[src/rtl/countone_hls_deadlock_report_pkg.sv]
// Shared types and default widths for the countone deadlock report path.
// FSM encodings are visible to software through state_dbg, so they are pinned.
package countone_hls_deadlock_pkg;

    localparam int DEF_INFO_W = 9;
    localparam int DEF_TS_W   = 32;
    localparam int DEF_CNT_W  = 8;

    typedef enum logic [1:0] {
        ST_IDLE    = 2'd0,
        ST_FILTER  = 2'd1,
        ST_LATCHED = 2'd2,
        ST_REARM   = 2'd3
    } state_e;

endpackage

[src/rtl/countone_hls_deadlock_report_if.sv]
// Bundle between the upstream deadlock monitor / register wrapper and the report block.
// master drives monitor flags and ack; slave returns the latched report.
interface countone_hls_deadlock_report_if
    import countone_hls_deadlock_pkg::*;
#(
    parameter int INFO_W = DEF_INFO_W,
    parameter int TS_W   = DEF_TS_W,
    parameter int CNT_W  = DEF_CNT_W
);
  logic              enable;
  logic              block;
  logic [INFO_W-1:0] axis_block_info;
  logic              ack;
  logic              deadlock;
  logic [INFO_W-1:0] report_info;
  logic [TS_W-1:0]   report_time;
  logic [CNT_W-1:0]  report_count;
  logic [1:0]        state_dbg;

  modport master (
    output enable, block, axis_block_info, ack,
    input  deadlock, report_info, report_time, report_count, state_dbg
  );

  modport slave (
    input  enable, block, axis_block_info, ack,
    output deadlock, report_info, report_time, report_count, state_dbg
  );
endinterface

[src/rtl/countone_hls_deadlock_report_filter.sv]
// Persistence counter: counts consecutive qualified block samples.
// hit is combinational on the FILTER_LEN-th sample so the caller can act on that same edge.
module countone_hls_deadlock_filter #(
    parameter int FILTER_LEN = 16
) (
  input  logic clock,
  input  logic reset,
  input  logic clear,
  input  logic inc,
  output logic hit
);
  localparam int RUN_W = $clog2(FILTER_LEN + 1);
  localparam logic [RUN_W-1:0] LAST = RUN_W'(FILTER_LEN - 1);

  logic [RUN_W-1:0] run;

  // run holds the number of highs already seen, so the current sample is the (run+1)-th
  assign hit = inc && (run == LAST);

  always_ff @(posedge clock) begin
    if (!reset) begin
      run <= '0;
    end else if (clear) begin
      run <= '0;
    end else if (inc) begin
      run <= run + RUN_W'(1);
    end
  end
endmodule

[src/rtl/countone_hls_deadlock_report.sv]
// Filters the monitor's block flag, declares a deadlock and holds a report until ack.
// Declaration edge is the FILTER_LEN-th consecutive high sample; deadlock rises after it.
module countone_hls_deadlock_report
    import countone_hls_deadlock_pkg::*;
#(
    parameter int INFO_W     = DEF_INFO_W,
    parameter int FILTER_LEN = 16,
    parameter int TS_W       = DEF_TS_W,
    parameter int CNT_W      = DEF_CNT_W
) (
  input  logic clock,
  input  logic reset,
  countone_hls_deadlock_report_if.slave bus
);
  state_e            state;
  logic [TS_W-1:0]   ts;
  logic              deadlock_q;
  logic [INFO_W-1:0] info_q;
  logic [TS_W-1:0]   time_q;
  logic [CNT_W-1:0]  cnt_q;

  logic armed;
  logic fire;
  logic hit;

  assign armed = (state == ST_IDLE) || (state == ST_FILTER);
  assign fire  = armed && bus.enable && bus.block;

  // Any gap in the qualified run, or leaving the armed states, restarts the count
  countone_hls_deadlock_filter #(
    .FILTER_LEN (FILTER_LEN)
  ) u_filter (
    .clock (clock),
    .reset (reset),
    .clear (!fire || hit),
    .inc   (fire),
    .hit   (hit)
  );

  always_ff @(posedge clock) begin
    if (!reset) begin
      state      <= ST_IDLE;
      ts         <= '0;
      deadlock_q <= 1'b0;
      info_q     <= '0;
      time_q     <= '0;
      cnt_q      <= '0;
    end else begin
      if (bus.enable) begin
        ts <= ts + TS_W'(1);
      end
      case (state)
        ST_IDLE, ST_FILTER: begin
          if (fire) begin
            if (hit) begin
              state      <= ST_LATCHED;
              deadlock_q <= 1'b1;
              info_q     <= bus.axis_block_info;
              time_q     <= ts;
              if (cnt_q != '1) begin
                cnt_q <= cnt_q + CNT_W'(1);
              end
            end else begin
              state <= ST_FILTER;
            end
          end else begin
            state <= ST_IDLE;
          end
        end
        ST_LATCHED: begin
          // Accumulate channels that join the stall after declaration
          info_q <= info_q | bus.axis_block_info;
          if (bus.ack) begin
            state      <= ST_REARM;
            deadlock_q <= 1'b0;
          end
        end
        ST_REARM: begin
          // Wait for the acknowledged stall to clear before re-arming
          if (!bus.block) begin
            state <= ST_IDLE;
          end
        end
        default: state <= ST_IDLE;
      endcase
    end
  end

  assign bus.deadlock     = deadlock_q;
  assign bus.report_info  = info_q;
  assign bus.report_time  = time_q;
  assign bus.report_count = cnt_q;
  assign bus.state_dbg    = state;
endmodule

[src/flat_wrapper.sv]
// flat-port wrapper written by rule: the top's interface ports become plain ports
module countone_hls_deadlock_report_flat import countone_hls_deadlock_pkg::*;
#(
    parameter int INFO_W     = DEF_INFO_W,
    parameter int FILTER_LEN = 16,
    parameter int TS_W       = DEF_TS_W,
    parameter int CNT_W      = DEF_CNT_W
)
  (clock, reset, bus_enable, bus_block, bus_axis_block_info, bus_ack, bus_deadlock, bus_report_info, bus_report_time, bus_report_count, bus_state_dbg);
  countone_hls_deadlock_report_if #(.INFO_W(INFO_W), .TS_W(TS_W), .CNT_W(CNT_W)) bus_i ();
  input  logic clock;
  input  logic reset;
  input wire logic [$bits(bus_i.enable)-1:0] bus_enable;
  input wire logic [$bits(bus_i.block)-1:0] bus_block;
  input wire logic [$bits(bus_i.axis_block_info)-1:0] bus_axis_block_info;
  input wire logic [$bits(bus_i.ack)-1:0] bus_ack;
  output wire logic [$bits(bus_i.deadlock)-1:0] bus_deadlock;
  output wire logic [$bits(bus_i.report_info)-1:0] bus_report_info;
  output wire logic [$bits(bus_i.report_time)-1:0] bus_report_time;
  output wire logic [$bits(bus_i.report_count)-1:0] bus_report_count;
  output wire logic [$bits(bus_i.state_dbg)-1:0] bus_state_dbg;
  assign bus_i.enable = bus_enable;
  assign bus_i.block = bus_block;
  assign bus_i.axis_block_info = bus_axis_block_info;
  assign bus_i.ack = bus_ack;
  assign bus_deadlock = bus_i.deadlock;
  assign bus_report_info = bus_i.report_info;
  assign bus_report_time = bus_i.report_time;
  assign bus_report_count = bus_i.report_count;
  assign bus_state_dbg = bus_i.state_dbg;
  countone_hls_deadlock_report #(.INFO_W(INFO_W), .FILTER_LEN(FILTER_LEN), .TS_W(TS_W), .CNT_W(CNT_W)) u_core (.clock(clock), .reset(reset), .bus(bus_i));
endmodule
[config.mk]
export PLATFORM = sky130hd
export DESIGN_NAME = countone_hls_deadlock_report_flat
export DESIGN_NICKNAME = d
export VERILOG_FILES = /design/src/rtl/countone_hls_deadlock_report_pkg.sv /design/src/rtl/countone_hls_deadlock_report_if.sv /design/src/rtl/countone_hls_deadlock_report_filter.sv /design/src/rtl/countone_hls_deadlock_report.sv /design/src/flat_wrapper.sv
export SDC_FILE = /design/constraint.sdc
export NUM_CORES = 1
export LEC_CHECK = 0
export ABC_AREA = 1
export BUFFER_PORTS_ARGS = -buffer_cell sky130_fd_sc_hd__buf_2
export CAP_MARGIN = 10
export CORE_AREA = 2 2 72 108
export DETAILED_ROUTE_END_ITERATION = 8
export DIE_AREA = 0 0 74 110
export PLACE_DENSITY = 0.77
export SETUP_SLACK_MARGIN = 0.3
export SYNTH_ARGS = -nofsm -noshare
export SYNTH_HDL_FRONTEND = slang
export SYNTH_SLANG_ARGS = --single-unit
[constraint.sdc]
create_clock -name clock -period 2 [get_ports clock]
set_input_delay 0.2 -clock clock [delete_from_list [all_inputs] [get_ports clock]]
set_output_delay 0.2 -clock clock [all_outputs]
set_load 0.05 [all_outputs]
---- After elaboration in Yosys (flattened, before gate mapping) ----
Cells that the tools add are included.
W data, S select, Z words.
cells by class
  $add $sub $neg .......................... 3
  equal/unequal tests ..................... 9
  multiplexer cells ....................... 12
  bitwise operators ....................... 2
  reductions and logical operators ........ 15
operator list
  operator                 count
  $add A32 B1 Y32 const B  1
  $mux W9                  2
  $pmux W9 S2              1
  $or A9 B9 Y9             1
  $add A8 B1 Y8 const B    1
  $mux W2                  4
  $ne A8 B8 Y1 const B     1
  $reduce_and A4 Y1        2
  $pmux W2 S3              1
  $reduce_and A3 Y1        2
  $add A5 B1 Y5 const B    1
  $eq A5 B4 Y1 const B     1
  $eq A2 B2 Y1 const B     2
  $ne A2 B1 Y1 const B     2
  $ne A2 B2 Y1 const B     2
  $reduce_or A2 Y1         2
  $logic_and A1 B1 Y1      3
  $mux W1                  3
  $eq A2 B1 Y1 const B     1
  $logic_not A2 Y1         1
  $logic_or A1 B1 Y1       2
  $pmux W1 S2              1
  $reduce_and A2 Y1        1
  $reduce_bool A2 Y1       1
  other kinds (2)          2
storage, ports and cells
  register bits after elaboration ......... 89
  input port bits ......................... 14
  output and inout port bits .............. 52

---- Logic depth before layout (Yosys ltp) ----
  depth in word-level cells ............... 8
  mapped depth ............................ 11
  mapped depth without buffers ............ 10

---- Hierarchy ----
A second synthesis with hierarchy kept.
unflattened totals
  cell total of the unflattened synthesis .. 555
  area, all modules ....................... 3873.7 um2
by module, submodules not included
  module                        instances  cells an instance  area an instance (um2)  sequential area each (um2)
  countone_hls_deadlock_report  1          523                3614.7                  1681.6
  countone_hls_deadlock_filter  1          32                 259.0                   100.1

---- Least setup slack after synthesis ----
OpenSTA, ideal clock, no wires.
  kind .................................... flip-flop to flip-flop
  from .................................... register u_core.cnt_q[0], in the netlist u_core.bus.report_count[0]
  to ...................................... register u_core.cnt_q[4], in the netlist u_core.bus.report_count[4]
  library setup time ...................... 0.116 ns
  arrival ................................. 1.691 ns
  data required time ...................... 1.884 ns
  path slack .............................. 0.193 ns
  cell stages (with the launch flop) ...... 8
  buffers on the path ..................... 1
  clock period less this slack ............ 1.807 ns
  path through ............................ dfxtp_1 ha_1 nand2_1 nor2_1 nand3_1 buf_2 a31oi_1 nor2_1
on the way
  cells in the longest elaborated chain, start to end .. 2
ends and longest elaborated chain
  item                                                                   line                                RTL
  from (decl)                                                            countone_hls_deadlock_report.sv:20  logic [CNT_W-1:0] cnt_q;
  from (signal assigned)                                                 countone_hls_deadlock_report.sv:61  cnt_q <= cnt_q + CNT_W'(1);
  parallel branches: the longest is 2 deep, another holds $add A8 B1 Y8  n/a
Several ways; the timed one is not identified.
A chain may end at the register's enable or synchronous reset.

---- Worst setup path after layout ----
  from .................................... register u_core.u_filter.run[1]
  to ...................................... register u_core.u_filter.run[2]
on the way
  cells in the longest elaborated chain, start to end .. 4
ends and longest elaborated chain
  item                                                                   line                                       RTL
  from (decl)                                                            countone_hls_deadlock_report_filter.sv:15  logic [RUN_W-1:0] run;
  from (signal assigned)                                                 countone_hls_deadlock_report_filter.sv:26  run <= run + RUN_W'(1);
  parallel branches: the longest is 4 deep, another holds $add A5 B1 Y5  n/a
Several ways; the timed one is not identified.

==> summary.md <==
| Metric | Value |
|---|---|
| Pre-CTS setup slack | 0.179 ns |
| TritonCTS clock tree | built |
| Clock root cell | clkbuf_8 |
| CP Data Arrival Time | ~2.0 ns |
| RSZ-0062 raised after global routing | yes |
| Final period util | 0.840 |
| WL per Instance | 13.0 um |
| Synthesized area per cell | 7.10 um2 |
| Grt ovf | 0 |
| H-tree depth | 3 |
| PortBufs | 65 |
| # IOs | 66 |
| Hold Fails Final Rpt | 0 |
| CP Class | reg2reg |
| Yosys cell types | 30 |
| Final worst slack | around 0.32 ns |
| P_leak | 2.07 nW |
| Slew Viols, Final | 0 |
| Antenna viol nets, final | 0 |
| Net Sw Frac | 0.222 |
| Number of global-route vias before repair | 3,307 |
| Avg Vias per Cell | 5.16 |
| Layout net count | 640 |
| Internal power | 2.45 mW |
| Cells after Synth | roughly 550 |
| Gpl congestion | 0.851 |
| Worst ir drop on vdd | 0.533 mV |
| Seq cells post-synth | 89 |
| Die Wd | 74 um |
| Core area | ~0.007 mm2 |
| Final worst path period need | ~1.7 ns |
| Number of CTS-inserted buffers | 9 |
| Max-Slew Margin vs Limit | 0.621 |
| Final setup violating endpoints | 0 |
| Die footprint | 0.00814 mm2 |
| Clock sink total | 89 |
| Synth Cell Area | 0.00392 mm2 |
| CTS Hold Bufs | 0 |
| Drt pass-1 iters | 5 |
| Setup crit start kind | register |
| Drt first-iter violations | 238 |
| Vias | roughly 3,800 |
| Most frequent cells in the layout | 128 x nor2_1, 93 x nand2_1, 84 x dfxtp_1 |
| Power Density | about 660 mW/mm2 |
| Util after Layout | 0.662 |
| Clk_lat worst skew | 0.36 ns |
| DRC | 0 |
| Most common cell after layout, fill and taps aside | nor2_1 |
| GRT Total Usage | 0.229 |
| Clock power frac | 0.404 |
| Layout cells sized above 1 | 0.211 |
| CTS max path bufs | 2 |
| Final TNS setup | 0 ns |
| Initial antenna violation count | 0 |
| Sequential fraction of the synthesis area | 0.455 |
| Global-route wire length before repair | 14,500 um |
| Hold crit path type | in2reg |
| Initial core utilization | 0.546 |
| Largest net degree at the start of global routing | 36 |
| Final HPWL DP | roughly 6000 um |
| Sw Pwr | 0.698 mW |
| Maxcap violations | 0 |
| Diode count | 0 |
| Maximum fanout along the worst path | 3 |
| Worst hold slack | about 0.09 ns |
| CTS clk-pin slew, worst paths | 0.09 ns |
| Num rows | 38 |
| Comb power frac | 0.029 |
| Die Y | 110 um |
| Worst-Margin Slew | around 0.57 ns |
| Routed WL | 9420 um |
| Setup crit end kind | register |
| FFs w/ async S/R, synth | 0 |
| Seq pwr share | 0.567 |
| EDFF count, synth | 0 |
| Post-synth top flop | dfxtp_1 |
| Max Clk Rate | 595 MHz |
| Yosys warns | 0 |
| Area Overhead vs Synth | 21.3% |
| Status | finished clean |
| Required @ worst endpoint | 2.30 ns |
| Clk_skew | 0.00950 ns |
| Mapped Nets | 570 |
repair_timing:
item / 4_1_cts / 5_1_grt
pin swaps: 2 / 8
resized for setup: 5 / 24
endpoints found under the setup margin: 41 / 58
buffers inserted: 3 / 4
gates cloned: 2 / 1
final timing paths:
check / from / to / slack, ns / cells past startpoint
setup / recovery: u_core.u_filter.run[1]$_SDFFE_PP0P_ / u_core.u_filter.run[2]$_SDFFE_PP0P_ / 0.32 / 9
hold reg to reg: u_core.bus.report_info[0]$_SDFFE_PN0P_ / u_core.bus.report_info[0]$_SDFFE_PN0P_ / 0.47 / 2
setup reg to reg: u_core.u_filter.run[1]$_SDFFE_PP0P_ / u_core.u_filter.run[2]$_SDFFE_PP0P_ / 0.32 / 9
hold / removal: bus_axis_block_info[3] / u_core.bus.report_info[3]$_SDFFE_PN0P_ / 0.09 / 3
layer usage:
metal  GRT usage  part of all wire  vias to the layer above
li1            -                 -                     1911
met1       0.262              0.41                     1741
met2       0.398              0.52                       80
met3      0.0418             0.043                       21
met4       0.119             0.026                        0
met5           0                 0                        -
final cells by class:
type                       count  area, um2
inverter                      45        176
clock buffer                  11        151
fill                         625       2430
timing repair buffer          80        528
tap                          100        125
clock inverter                 5       53.8
multi-input combinational    397       1930
sequential                    89       1790
worst max-delay path, stage by stage (launching register included):
cell     delay [ns]
dfxtp_2        0.35
ha_4           0.16
nand2_2        0.07
nor2_2         0.04
ha_2           0.18
buf_4          0.13
buf_4          0.13
nor3_2         0.25
o21ai_0        0.15
a21oi_1        0.15
synthesized netlist by cell type, types with 2 or more instances:
master / instances / area [um2]
a21oi_1: 38 / 190
a31oi_1: 2 / 12.5
and2_1: 2 / 12.5
buf_1: 2 / 7.51
buf_2: 8 / 40.0
buf_4: 3 / 22.5
clkbuf_1: 7 / 26.3
dfxtp_1: 89 / 1780
ha_1: 4 / 50.1
inv_1: 42 / 158
inv_2: 3 / 11.3
nand2_1: 96 / 360
nand2_2: 2 / 12.5
nand3_1: 29 / 145
nand3_2: 3 / 30.0
nand3b_1: 2 / 15.0
nand4_1: 11 / 68.8
nor2_1: 130 / 488
nor2_2: 4 / 25.0
nor2_4: 6 / 67.6
nor3_1: 6 / 30.0
o21a_1: 2 / 15.0
o21ai_0: 51 / 255
xnor2_1: 2 / 17.5
xor2_1: 3 / 26.3
through the flow:
stage                     area, um2  instances  power (mW)
after CTS                      4630        722        3.16
after global routing           4750        727        3.24
after detailed placement       4310        701        1.91
final                          4750        727        3.15
after floorplan                3920        552        1.87
after global placement         4310        701        1.91
kinds of logic (layout without fill, tap and decap cells):
logic type / after synthesis / after routing / share of synthesized area
AO/OA/AOI/OAI: 93 / 93 / 0.121
XOR/XNOR: 5 / 5 / 0.0112
adder cells (fa/ha/maj): 4 / 4 / 0.0128
buffers and inverters: 66 / 141 / 0.0706
flip-flops: 89 / 89 / 0.455
AND/OR/NAND/NOR: 295 / 295 / 0.330
flip-flops by register name (all words and copies together), names as in the netlist:
register,cells
u_core.bus.report_count,8
u_core.u_filter.run,5
u_core.bus.report_time,32
u_core.ts,32
u_core.bus.state_dbg,2
u_core.bus.deadlock,1
u_core.bus.report_info,9
power groups by stage:
stage / logic (mW) / clock network [mW] / registers, mW
detailed placement: 0.0855 / 0 / 1.82
global route: 0.100 / 1.36 / 1.78
CTS: 0.0859 / 1.30 / 1.78
floorplan: 0.0490 / 0 / 1.82
global placement: 0.0828 / 0 / 1.82
finish: 0.0908 / 1.27 / 1.78
Power figures use the tool's default switching activity.
